===== src/rtl/clk_rst_ctrl.sv =====
// clk_rst_ctrl: clock/reset manager living on the PLL output clock.
// Synchronises and filters the PLL lock flag, holds the downstream reset
// until lock has been stable, then releases it and generates NUM_CH
// programmable clock-enable strobes. Lock loss re-asserts reset and the
// block re-acquires lock on its own.
// Optional feature macro: CLK_CTRL_LOSS_CNT_EN adds the loss_cnt port, a
// saturating count of RUN->LOST transitions.
module clk_rst_ctrl #(
  parameter int NUM_CH      = 2,
  parameter int DIV_W       = 8,
  parameter int SYNC_STAGES = 2,
  parameter int LOCK_FILT   = 16,
  parameter int RST_HOLD    = 32
`ifdef CLK_CTRL_LOSS_CNT_EN
  ,parameter int CNT_W      = 8
`endif
) (
  input  logic                    clk_in,
  input  logic                    resetb,
  input  logic                    pll_locked,
  input  logic [NUM_CH*DIV_W-1:0] div_cfg,
  output logic                    rst_out_n,
  output logic                    ready,
  output logic [1:0]              state_o,
  output logic [NUM_CH-1:0]       ce_out
`ifdef CLK_CTRL_LOSS_CNT_EN
  ,output logic [CNT_W-1:0]       loss_cnt
`endif
);

  typedef enum logic [1:0] {
    ST_WAIT_LOCK = 2'b00,
    ST_HOLD      = 2'b01,
    ST_RUN       = 2'b10,
    ST_LOST      = 2'b11
  } state_t;

  localparam int FILT_W = $clog2(LOCK_FILT + 1);
  localparam int HOLD_W = $clog2(RST_HOLD + 1);
  localparam logic [FILT_W-1:0] FILT_LAST = FILT_W'(LOCK_FILT - 1);
  localparam logic [HOLD_W-1:0] HOLD_LAST = HOLD_W'(RST_HOLD - 1);

  logic [SYNC_STAGES-1:0] sync_q, sync_d;
  logic                   lock_s;
  state_t                 state_q, state_d;
  logic [FILT_W-1:0]      filt_cnt_q, filt_cnt_d;
  logic [HOLD_W-1:0]      hold_cnt_q, hold_cnt_d;
  logic [DIV_W-1:0]       div_cnt_q [NUM_CH];
  logic [DIV_W-1:0]       div_cnt_d [NUM_CH];
  logic [NUM_CH-1:0]      ce_q, ce_d;
  logic                   rst_n_q, rst_n_d;
  logic                   ready_q, ready_d;

  // Lock synchroniser: shift the raw flag through SYNC_STAGES flops.
  always_comb begin
    sync_d = {sync_q[SYNC_STAGES-2:0], pll_locked};
  end

  assign lock_s = sync_q[SYNC_STAGES-1];

  // State register and all counters/outputs; everything clears on resetb.
  always_ff @(posedge clk_in or negedge resetb) begin
    if (!resetb) begin
      sync_q     <= '0;
      state_q    <= ST_WAIT_LOCK;
      filt_cnt_q <= '0;
      hold_cnt_q <= '0;
      ce_q       <= '0;
      rst_n_q    <= 1'b0;
      ready_q    <= 1'b0;
      for (int i = 0; i < NUM_CH; i++) begin
        div_cnt_q[i] <= '0;
      end
    end else begin
      sync_q     <= sync_d;
      state_q    <= state_d;
      filt_cnt_q <= filt_cnt_d;
      hold_cnt_q <= hold_cnt_d;
      ce_q       <= ce_d;
      rst_n_q    <= rst_n_d;
      ready_q    <= ready_d;
      for (int i = 0; i < NUM_CH; i++) begin
        div_cnt_q[i] <= div_cnt_d[i];
      end
    end
  end

  // Next-state logic; a lock_s drop always wins over filter/hold progress.
  always_comb begin
    state_d    = state_q;
    filt_cnt_d = '0;
    hold_cnt_d = '0;
    case (state_q)
      ST_WAIT_LOCK: begin
        if (lock_s) begin
          if (filt_cnt_q == FILT_LAST) state_d = ST_HOLD;
          else                          filt_cnt_d = filt_cnt_q + FILT_W'(1);
        end
      end
      ST_HOLD: begin
        if (!lock_s)                       state_d = ST_WAIT_LOCK;
        else if (hold_cnt_q == HOLD_LAST)  state_d = ST_RUN;
        else                               hold_cnt_d = hold_cnt_q + HOLD_W'(1);
      end
      ST_RUN: begin
        if (!lock_s) state_d = ST_LOST;
      end
      ST_LOST: begin
        state_d = ST_WAIT_LOCK;
      end
      default: begin
        state_d = ST_WAIT_LOCK;
      end
    endcase
  end

  // Output logic: registered reset/ready from the next state, and the
  // clock-enable dividers. Divider counters sit at 0 outside RUN, so the
  // entry edge behaves like a pulse at cycle 0 and the first real pulse
  // lands on RUN cycle d. Using >= for the wrap keeps a shrinking divisor
  // from overshooting into a full-range wrap.
  always_comb begin
    rst_n_d = (state_d == ST_RUN);
    ready_d = (state_d == ST_RUN);
    ce_d    = '0;
    for (int i = 0; i < NUM_CH; i++) begin
      logic [DIV_W-1:0] div_val;
      logic             hit;
      div_val      = div_cfg[i*DIV_W +: DIV_W];
      hit          = ({1'b0, div_cnt_q[i]} + (DIV_W+1)'(1)) >= {1'b0, div_val};
      div_cnt_d[i] = '0;
      if (state_d == ST_RUN) begin
        ce_d[i]      = hit;
        div_cnt_d[i] = hit ? '0 : div_cnt_q[i] + DIV_W'(1);
      end
    end
  end

`ifdef CLK_CTRL_LOSS_CNT_EN
  logic [CNT_W-1:0] loss_cnt_q, loss_cnt_d;

  // Count RUN->LOST transitions, holding at the maximum value.
  always_comb begin
    loss_cnt_d = loss_cnt_q;
    if ((state_q == ST_RUN) && (state_d == ST_LOST) && (loss_cnt_q != '1)) begin
      loss_cnt_d = loss_cnt_q + CNT_W'(1);
    end
  end

  // Loss counter register.
  always_ff @(posedge clk_in or negedge resetb) begin
    if (!resetb) loss_cnt_q <= '0;
    else         loss_cnt_q <= loss_cnt_d;
  end

  assign loss_cnt = loss_cnt_q;
`else
  // Loss counting disabled: no counter register and no loss_cnt port.
`endif

  assign rst_out_n = rst_n_q;
  assign ready     = ready_q;
  assign state_o   = state_q;
  assign ce_out    = ce_q;

endmodule


===== config.mk =====
export PLATFORM = sky130hd
export DESIGN_NAME = clk_rst_ctrl
export DESIGN_NICKNAME = d
export VERILOG_FILES = /design/src/rtl/clk_rst_ctrl.sv
export SDC_FILE = /design/constraint.sdc
export NUM_CORES = 1
export LEC_CHECK = 0
export ABC_AREA = 1
export CAP_MARGIN = 20
export CORE_MARGIN = 3
export CORE_UTILIZATION = 37
export CTS_BUF_LIST = sky130_fd_sc_hd__clkbuf_8
export DETAILED_ROUTE_END_ITERATION = 7
export PLACE_DENSITY = 0.67
export SLEW_MARGIN = 20
export SYNTH_ARGS = -nofsm -noshare
export SYNTH_HDL_FRONTEND = slang
export SYNTH_SLANG_ARGS = --single-unit

===== constraint.sdc =====
create_clock -name clk_in -period 5.4 [get_ports clk_in]
set_clock_uncertainty 0.05 [all_clocks]
set_input_delay 0.54 -clock clk_in [delete_from_list [all_inputs] [get_ports clk_in]]
set_output_delay 0.54 -clock clk_in [all_outputs]
set_load 0.03 [all_outputs]

* After elaboration in Yosys (flattened, before gate mapping)
Index checks and enable logic that the tools add are counted.
Operators by class: order comparisons 2, equality and inequality tests 6, $add $sub $neg 6, reduce and logical (&&, ||, !) cells 1, muxes and demuxes 18
Operator list (count):
- 2-to-1 mux 8 bit | 4
- adder 8 x 1 -> 9 bit, second input constant | 2
- >= comparator 9 x 8 -> 1 bit | 2
- 2-to-1 mux 6 bit | 3
- adder 8 x 1 -> 8 bit, second input constant | 2
- 2-to-1 mux 5 bit | 3
- 2-to-1 mux 2 bit | 5
- case mux 2 bit (4 select lines) | 1
- adder 6 x 1 -> 6 bit, second input constant | 1
- equality test 2 bit, second input constant | 3
- equality test 6 x 5 -> 1 bit, second input constant | 1
- adder 5 x 1 -> 5 bit, second input constant | 1
- equality test 5 x 4 -> 1 bit, second input constant | 1
- equality test 2 x 1 -> 1 bit, second input constant | 1
- logical NOT 2 bit | 1
- 2-to-1 mux 1 bit | 2
Storage, ports and cells: bits in registers 34, output and inout port bits 6, input bits 19, word-level logic and storage cells 41

* Longest topological paths before layout
Gate-level depths: netlist of the first run.
depth in word-level cells 6, gate-level depth with buffers 14

* Least setup slack after synthesis of the first run
OpenSTA, ideal clock, no wires.
path type reg2reg, start reg div_cnt_q[0] (netlist bit), end reg div_cnt_q[0] (netlist bit), path buffers 0, cell stages (with the launch flop) 14, clock period less this slack 1860 ps, arrival time 1685 ps, path slack 3540 ps, data required time 5226 ps, cell sequence dfrtp_1 > ha_1 > nand3_1 > xnor2_1 > ha_1 > nand2_1 > nor2_1 > nand2_1 > nand3_1 > nand2_1 > nand2_1 > nand2_1 > nand2_1 > nor2_1
RTL lines:
- from (decl) | RTL line 48 | logic [DIV_W-1:0] div_cnt_q [NUM_CH];
- from (signal, indexed assignment) | RTL line 83 | div_cnt_q[i] <= div_cnt_d[i];

==> reports/metrics.csv, run 1 <==
metric,value,unit
synth_nets,284,
status,"complete, no violations",
end_kind,register,
syn_area_per_cell,8.11,um2
ys_types,21,
worstSetupStartpointType,register,
placed_cells,337,
drive_gt1_share,5.45,%
r2r_start,div_cnt_q[0],
grt_antenna_before_repair,0,
fp-row-count,26,
fp.dieH,79.3,um
area_growth,20.5,%
clk_latency,0.29,ns
setup_violations,0,
vias,1507,
post-synth-top-count-cell,inv_1,
synth.top_cell.area_share,42.8,%
worst_pin_slew,0.721,ns
overflow,0,
yosysWarnings,0,
yosys-top-cells-count,"inv_1, nand2_1, dfrtp_1",
wl_per_cell,9.73,um
cts_tree,done,
switchingPower,105,uW
cts_resized,0,
clkSinkCount,34,
post_cts.repair.setup_buffers,0,
layout_min_cycle_time,2.19,ns
path_clk_slew,0.07,ns
synthCells,245,
hold_viol_final,0,
grt_max_degree,35,
leakagePower,1.30,nW
syn_area,0.00199,mm2
stdcell_count,345,
final_antenna_net_count,0,
rsz0062_at_grt,false,
peakVddDrop,80.7,uV
cts_buffers,5,
setup_tns,0,ns
drtPass1Iterations,6,
fmax,456,MHz
cp_max_fo,8,
gp_congestion,0.783,
grt_pass1_vias,1451,
dieArea,0.00629,mm2
cap_viol_max_count,0,
combPwrFrac,6.4,%
num-nets-final,313,
pwr-share-seq,53.7,%
htree_levels,2,
power.density,201,mW/mm2
p_int,377,uW
period_share,40.6,%
async_flop_share,100,%
fillCellCount,519,
place_hpwl,2.53,mm
swShare,21.8,%
required,5.57,ns
synth_edf_count,0,
io_pins,25,
multiInputGateArea,928,um2
yosysSeqAreaShare,42.8,%
synth_top_cell_by_area,dfrtp_1,
clock_path_buffers,2,
hold_start,sync_q[0],
drcViolationCount,0,
grt_usage,12.2,%
crit_type,register to register,
maxSlewHeadroom,51.8,%
grt_pass1_wl,6.13,mm
maxSlewViolCount,0,
arrival,2.36,ns
diodes,0,
core,0.00514,mm2
crit_start,div_cnt_q[0],
clock-root-buffer,clkbuf_8,
ys_ff_latch,34,
wirelength,3.36,mm
regArea,851,um2
ys.flop_type,dfrtp_1,
drt-initial-drc-count,70,
start_util,38.7,%
pwr-share-clk,39.9,%
io_buffers,24,
viasPerCell,4.37,
synth_top_cells_by_area,"dfrtp_1, ha_1, inv_1",
die_w,79.3,um
hp-class,register to register,
postCtsHoldBufs,0,
[cell families after synthesis]
kind of cell	share of synthesized area, %
buffers and inverters	10.5
XOR/XNOR	4.85
adder cells (fa/ha/maj)	12.6
AO/OA/AOI/OAI	3.65
AND/OR/NAND/NOR	25.6
flip-flops	42.8
[area by class of cell]
cell class / count / area share, %
inverters: 49 / 7.68
repair buffers: 25 / 10.4
clock buffers: 6 / 3.45
multi-input cells: 159 / 38.8
well taps: 70 / 3.66
clock inverters: 2 / 0.523
flip-flops and latches: 34 / 35.5
[worst max-delay path, stage by stage (launching register included)]
cell	delay [ns]
dfrtp_1	0.40
ha_1	0.20
nand3_1	0.12
nor2_1	0.17
xor2_1	0.25
ha_1	0.28
nand2_1	0.07
inv_1	0.03
nand2_1	0.05
nand2_1	0.07
nand2_1	0.09
nand2_1	0.18
nor2_1	0.15
[power by group through the flow]
stage / clock network, mW / registers, mW / logic, mW
finish: 0.192 / 0.259 / 0.0308
global route: 0.210 / 0.259 / 0.0357
CTS: 0.199 / 0.259 / 0.0317
detailed placement: 0 / 0.264 / 0.0317
global placement: 0 / 0.264 / 0.0310
floorplan: 0 / 0.263 / 0.0111
[sequential cells by signal, summed over array words and instances, names as in the netlist]
name	flops
sync_q	2
div_cnt_q	16
ce_out	2
filt_cnt_q	5
ready	1
state_o	2
hold_cnt_q	6
[path summary, 6_finish.rpt]
kind                            endpoint  slack, ns  cells after the start
max reg2reg                 div_cnt_q[6]       3.21                     12
min                            sync_q[1]       0.31                      0
min in group asynchronous      sync_q[0]       0.61                      2
min reg2reg                    sync_q[1]       0.31                      0
max                         div_cnt_q[6]       3.21                     12
max in group asynchronous  filt_cnt_q[2]       4.39                      2
[per-stage QoR]
step | total power, mW | cell area [um2] | setup slack [ns] | hold slack (ns) | util, %
after floorplan | 0.274 | 1990 | 3.54 | 0.194 | -
after global placement | 0.295 | 2300 | 3.12 | 0.283 | 44.7
after detailed placement | 0.295 | 2300 | 3.11 | 0.295 | 44.7
after CTS | 0.490 | 2390 | 3.21 | 0.311 | 46.6
after global routing | 0.504 | 2390 | 2.92 | 0.331 | 46.6
final | 0.482 | 2390 | 3.21 | 0.306 | 46.6
[cell usage in the layout (no fill, tap or decap), drive strengths merged]
| cell | n |
|---|---|
| clkbuf | 6 |
| nor2 | 34 |
| clkinvlp | 1 |
| nand3 | 30 |
| clkdlybuf4s50 | 24 |
| nand2 | 44 |
| inv | 49 |
| xnor2 | 2 |
| nor3b | 2 |
| buf | 1 |
| a31oi | 2 |
| nor3 | 2 |
| a21oi | 9 |
| o21ai | 3 |
| xor2 | 9 |
| nand4 | 2 |
| dfrtp | 34 |
| clkinv | 1 |
| ha | 20 |
[routing by layer]
layer,share of wire [%],track usage (%)
met1,49,15.1
met2,44,19.9
met3,4.5,3.74
met4,1.7,4.64
met5,0,0
Power figures use the tool's default switching activity.
==> run 2: changes to the inputs <==
PLACE_DENSITY = 0.69   (was 0.67)
clock period = 1.8 ns   (was 5.4 ns; I/O delays follow)
==> run 2 against run 1 <==
Net effect: the run now ends with setup timing left; final area grew 19%; sequential power increased to 3.0 times the previous value; sequential share of layout area fell by 5.6 points; first-iteration DRC count is 50% higher; flip-flop and latch count stayed put; hold slack worse by 0.046 ns; final cell count grew 8.1%; critical path depth is 1 higher; maximum frequency is 8.1% higher; power rose to 2.9 times the previous value; clock-buffer cell count fell by 1; core utilization grew 8.7 points; critical endpoint is now ce_out[0]; largest cell class unchanged.
==> reports/metrics.csv, run 2 (synthesized netlist as in run 1, its figures left out) <==
metric,value,unit,change
drtPass1Iterations,4,,was 6
htree_levels,2,,unchanged
diodes,0,,unchanged
clkSinkCount,34,,unchanged
drcViolationCount,0,,unchanged
io_pins,25,,unchanged
fp-row-count,26,,unchanged
finish.utilization,55.2,%,was 46.6%
violations,setup timing,,
required,1.96,ns,was 5.57 ns
clk_latency,0.28,ns,was 0.29 ns
r2r-end,ce_out[0],,was div_cnt_q[6]
arrival,2.19,ns,was 2.36 ns
cp.buffers_inverters,2,,was 1
overflow,0,,unchanged
grt_pass1_vias,1709,,was 1451
rrSetupSlack,-0.23,ns,was 3.21 ns
final_antenna_net_count,0,,unchanged
die_w,79.3,um,unchanged
num-nets-final,342,,was 313
rsz0062_at_grt,true,,was false
fp.dieH,79.3,um,unchanged
fmax,493,MHz,was 456 MHz
path_delay_family,adder cells,,was simple AND/OR/NAND/NOR gates
grt_antenna_before_repair,0,,unchanged
crit_chain,ha_4 -> nand3_4 -> xnor2_2 -> ha_1 -> nand2_1 -> inv_2 -> nand3_2 -> nand3_2 -> nand2_1 -> nand2_1 -> nand2_2 -> buf_4 -> a21oi_2,,was ha_1 -> nand3_1 -> nor2_1 -> xor2_1 -> ha_1 -> nand2_1 -> inv_1 -> nand2_1 -> nand2_1 -> nand2_1 -> nand2_1 -> nor2_1
vias,1695,,was 1507
start_util,38.7,%,unchanged
pwr-share-seq,55.7,%,was 53.7%
cp_max_fo,2,,was 8
postCtsHoldBufs,0,,unchanged
final_cell_mix,"inv_1, nand2_1, dfrtp_1",,unchanged
max_stage_delay,0.42,ns,was 0.40 ns
path_depth,13,,was 12
crit_start,div_cnt_q[9],,was div_cnt_q[0]
viasPerCell,4.54,,was 4.37
r2r_start,div_cnt_q[9],,was div_cnt_q[0]
peakVddDrop,254,uV,was 80.7 uV
setup_violations,18,,was 0
crit_type,register to register,,unchanged
crit_end,ce_out[0],,was div_cnt_q[6]
drt-initial-drc-count,105,,was 70
hold_viol_final,0,,unchanged
worst_pin_slew,0.438,ns,was 0.721 ns
end_kind,register,,unchanged
worstSetupStartpointType,register,,unchanged
core,0.00514,mm2,unchanged
timing.final.ws_setup,-0.229,ns,was 3.21 ns
path_clk_slew,0.07,ns,about the same
swShare,22.3,%,was 21.8%
layout_min_cycle_time,2.03,ns,was 2.19 ns
drive_gt1_share,26.4,%,was 5.45%
cp_common_cell,nand2_1,,unchanged
combPwrFrac,7.1,%,was 6.4%
slowest_stage,dfrtp_1,,unchanged
gp_congestion,0.797,,was 0.783
leakagePower,1.47,nW,was 1.30 nW
status,"complete, but fails checks",,"was complete, no violations"
maxSlewHeadroom,70.8,%,was 51.8%
hold-worst-slack,0.260,ns,was 0.306 ns
place_hpwl,2.88,mm,was 2.53 mm
largestRegisters,"div_cnt_q (16), hold_cnt_q (6), filt_cnt_q (5)",,unchanged
hp-class,input pin to asynchronous set/reset pin,,was register to register
pwr-share-clk,37.2,%,was 39.9%
power.density,491,mW/mm2,was 201 mW/mm2
cts_buffers,5,,unchanged
wirelength,4.32,mm,was 3.36 mm
grt_max_degree,35,,unchanged
clock-root-buffer,clkbuf_8,,unchanged
dieArea,0.00629,mm2,unchanged
cts_tree,done,,unchanged
area_growth,42.9,%,was 20.5%
grt_pass1_wl,7.22,mm,was 6.13 mm
io_buffers,24,,unchanged
switchingPower,310,uW,was 105 uW
period_share,113,%,was 40.6%
wl_per_cell,11.6,um,was 9.73 um
maxSlewViolCount,0,,unchanged
largest_reg_flops,16,,unchanged
clock_path_buffers,2,,unchanged
final_common_cell,inv_1,,unchanged
p_int,1.08,mW,was 377 uW
cap_viol_max_count,0,,unchanged
largest_register,div_cnt_q,,unchanged
r2r_cells,13,,was 12
grt_usage,14.4,%,was 12.2%
==> run 2: timing repair <==
action,in CTS,in global routing
pin swaps,8,12
gates resized for setup,23,25
endpoints found under the setup margin,18,18
buffers inserted,8,2
==> run 2: through the flow <==
stage / cell area, um2 / TNS (ns) / setup WS, ns / std cells / total power, mW
final: 2840 / -3.35 / -0.229 / 373 / 1.39
after global routing: 2840 / -5.88 / -0.380 / 373 / 1.46
after CTS: 2730 / -2.21 / -0.148 / 371 / 1.42
after detailed placement: 2470 / -3.41 / -0.238 / 356 / 0.889
after global placement: 2470 / -2.68 / -0.208 / 356 / 0.884
after floorplan: 2000 / -0.0421 / -0.00526 / 245 / 0.823
==> run 2: final cells by class <==
class | count | area, um2
timing repair buffer | 54 | 489
sequential | 34 | 851
tap | 70 | 87.6
clock inverter | 2 | 10.0
fill | 469 | 2300
multi-input combinational | 159 | 1150
inverter | 49 | 184
clock buffer | 5 | 68.8
==> run 2: worst min-delay path by stage <==
| stage | to | cells past startpoint |
|---|---|---|
| after floorplan | ce_out[0] | 0 |
| after global placement | sync_q[1] | 0 |
| after detailed placement | sync_q[1] | 0 |
| after CTS | state_o[0] | 2 |
| after global routing | state_o[1] | 2 |
| final | ce_out[0] | 2 |
==> run 2: metal layers <==
| layer | GRT usage, % | up-vias | share of wire (%) | wire (um) |
|---|---|---|---|---|
| li1 | - | 876 | - | - |
| met1 | 16.8 | 784 | 43 | 1870 |
| met2 | 26.1 | 33 | 53 | 2270 |
| met3 | 2.83 | 2 | 3.3 | 143 |
| met4 | 4.98 | 0 | 0.86 | 37 |
| met5 | 0 | - | 0 | 0 |
==> run 2: power by group through the flow <==
stage	sequential, mW	combinational [mW]	clock [mW]
after floorplan	0.790	0.0335	0
after detailed placement	0.791	0.0974	0
final	0.777	0.0991	0.518
after global routing	0.777	0.113	0.573
after global placement	0.791	0.0935	0
after CTS	0.777	0.0987	0.541
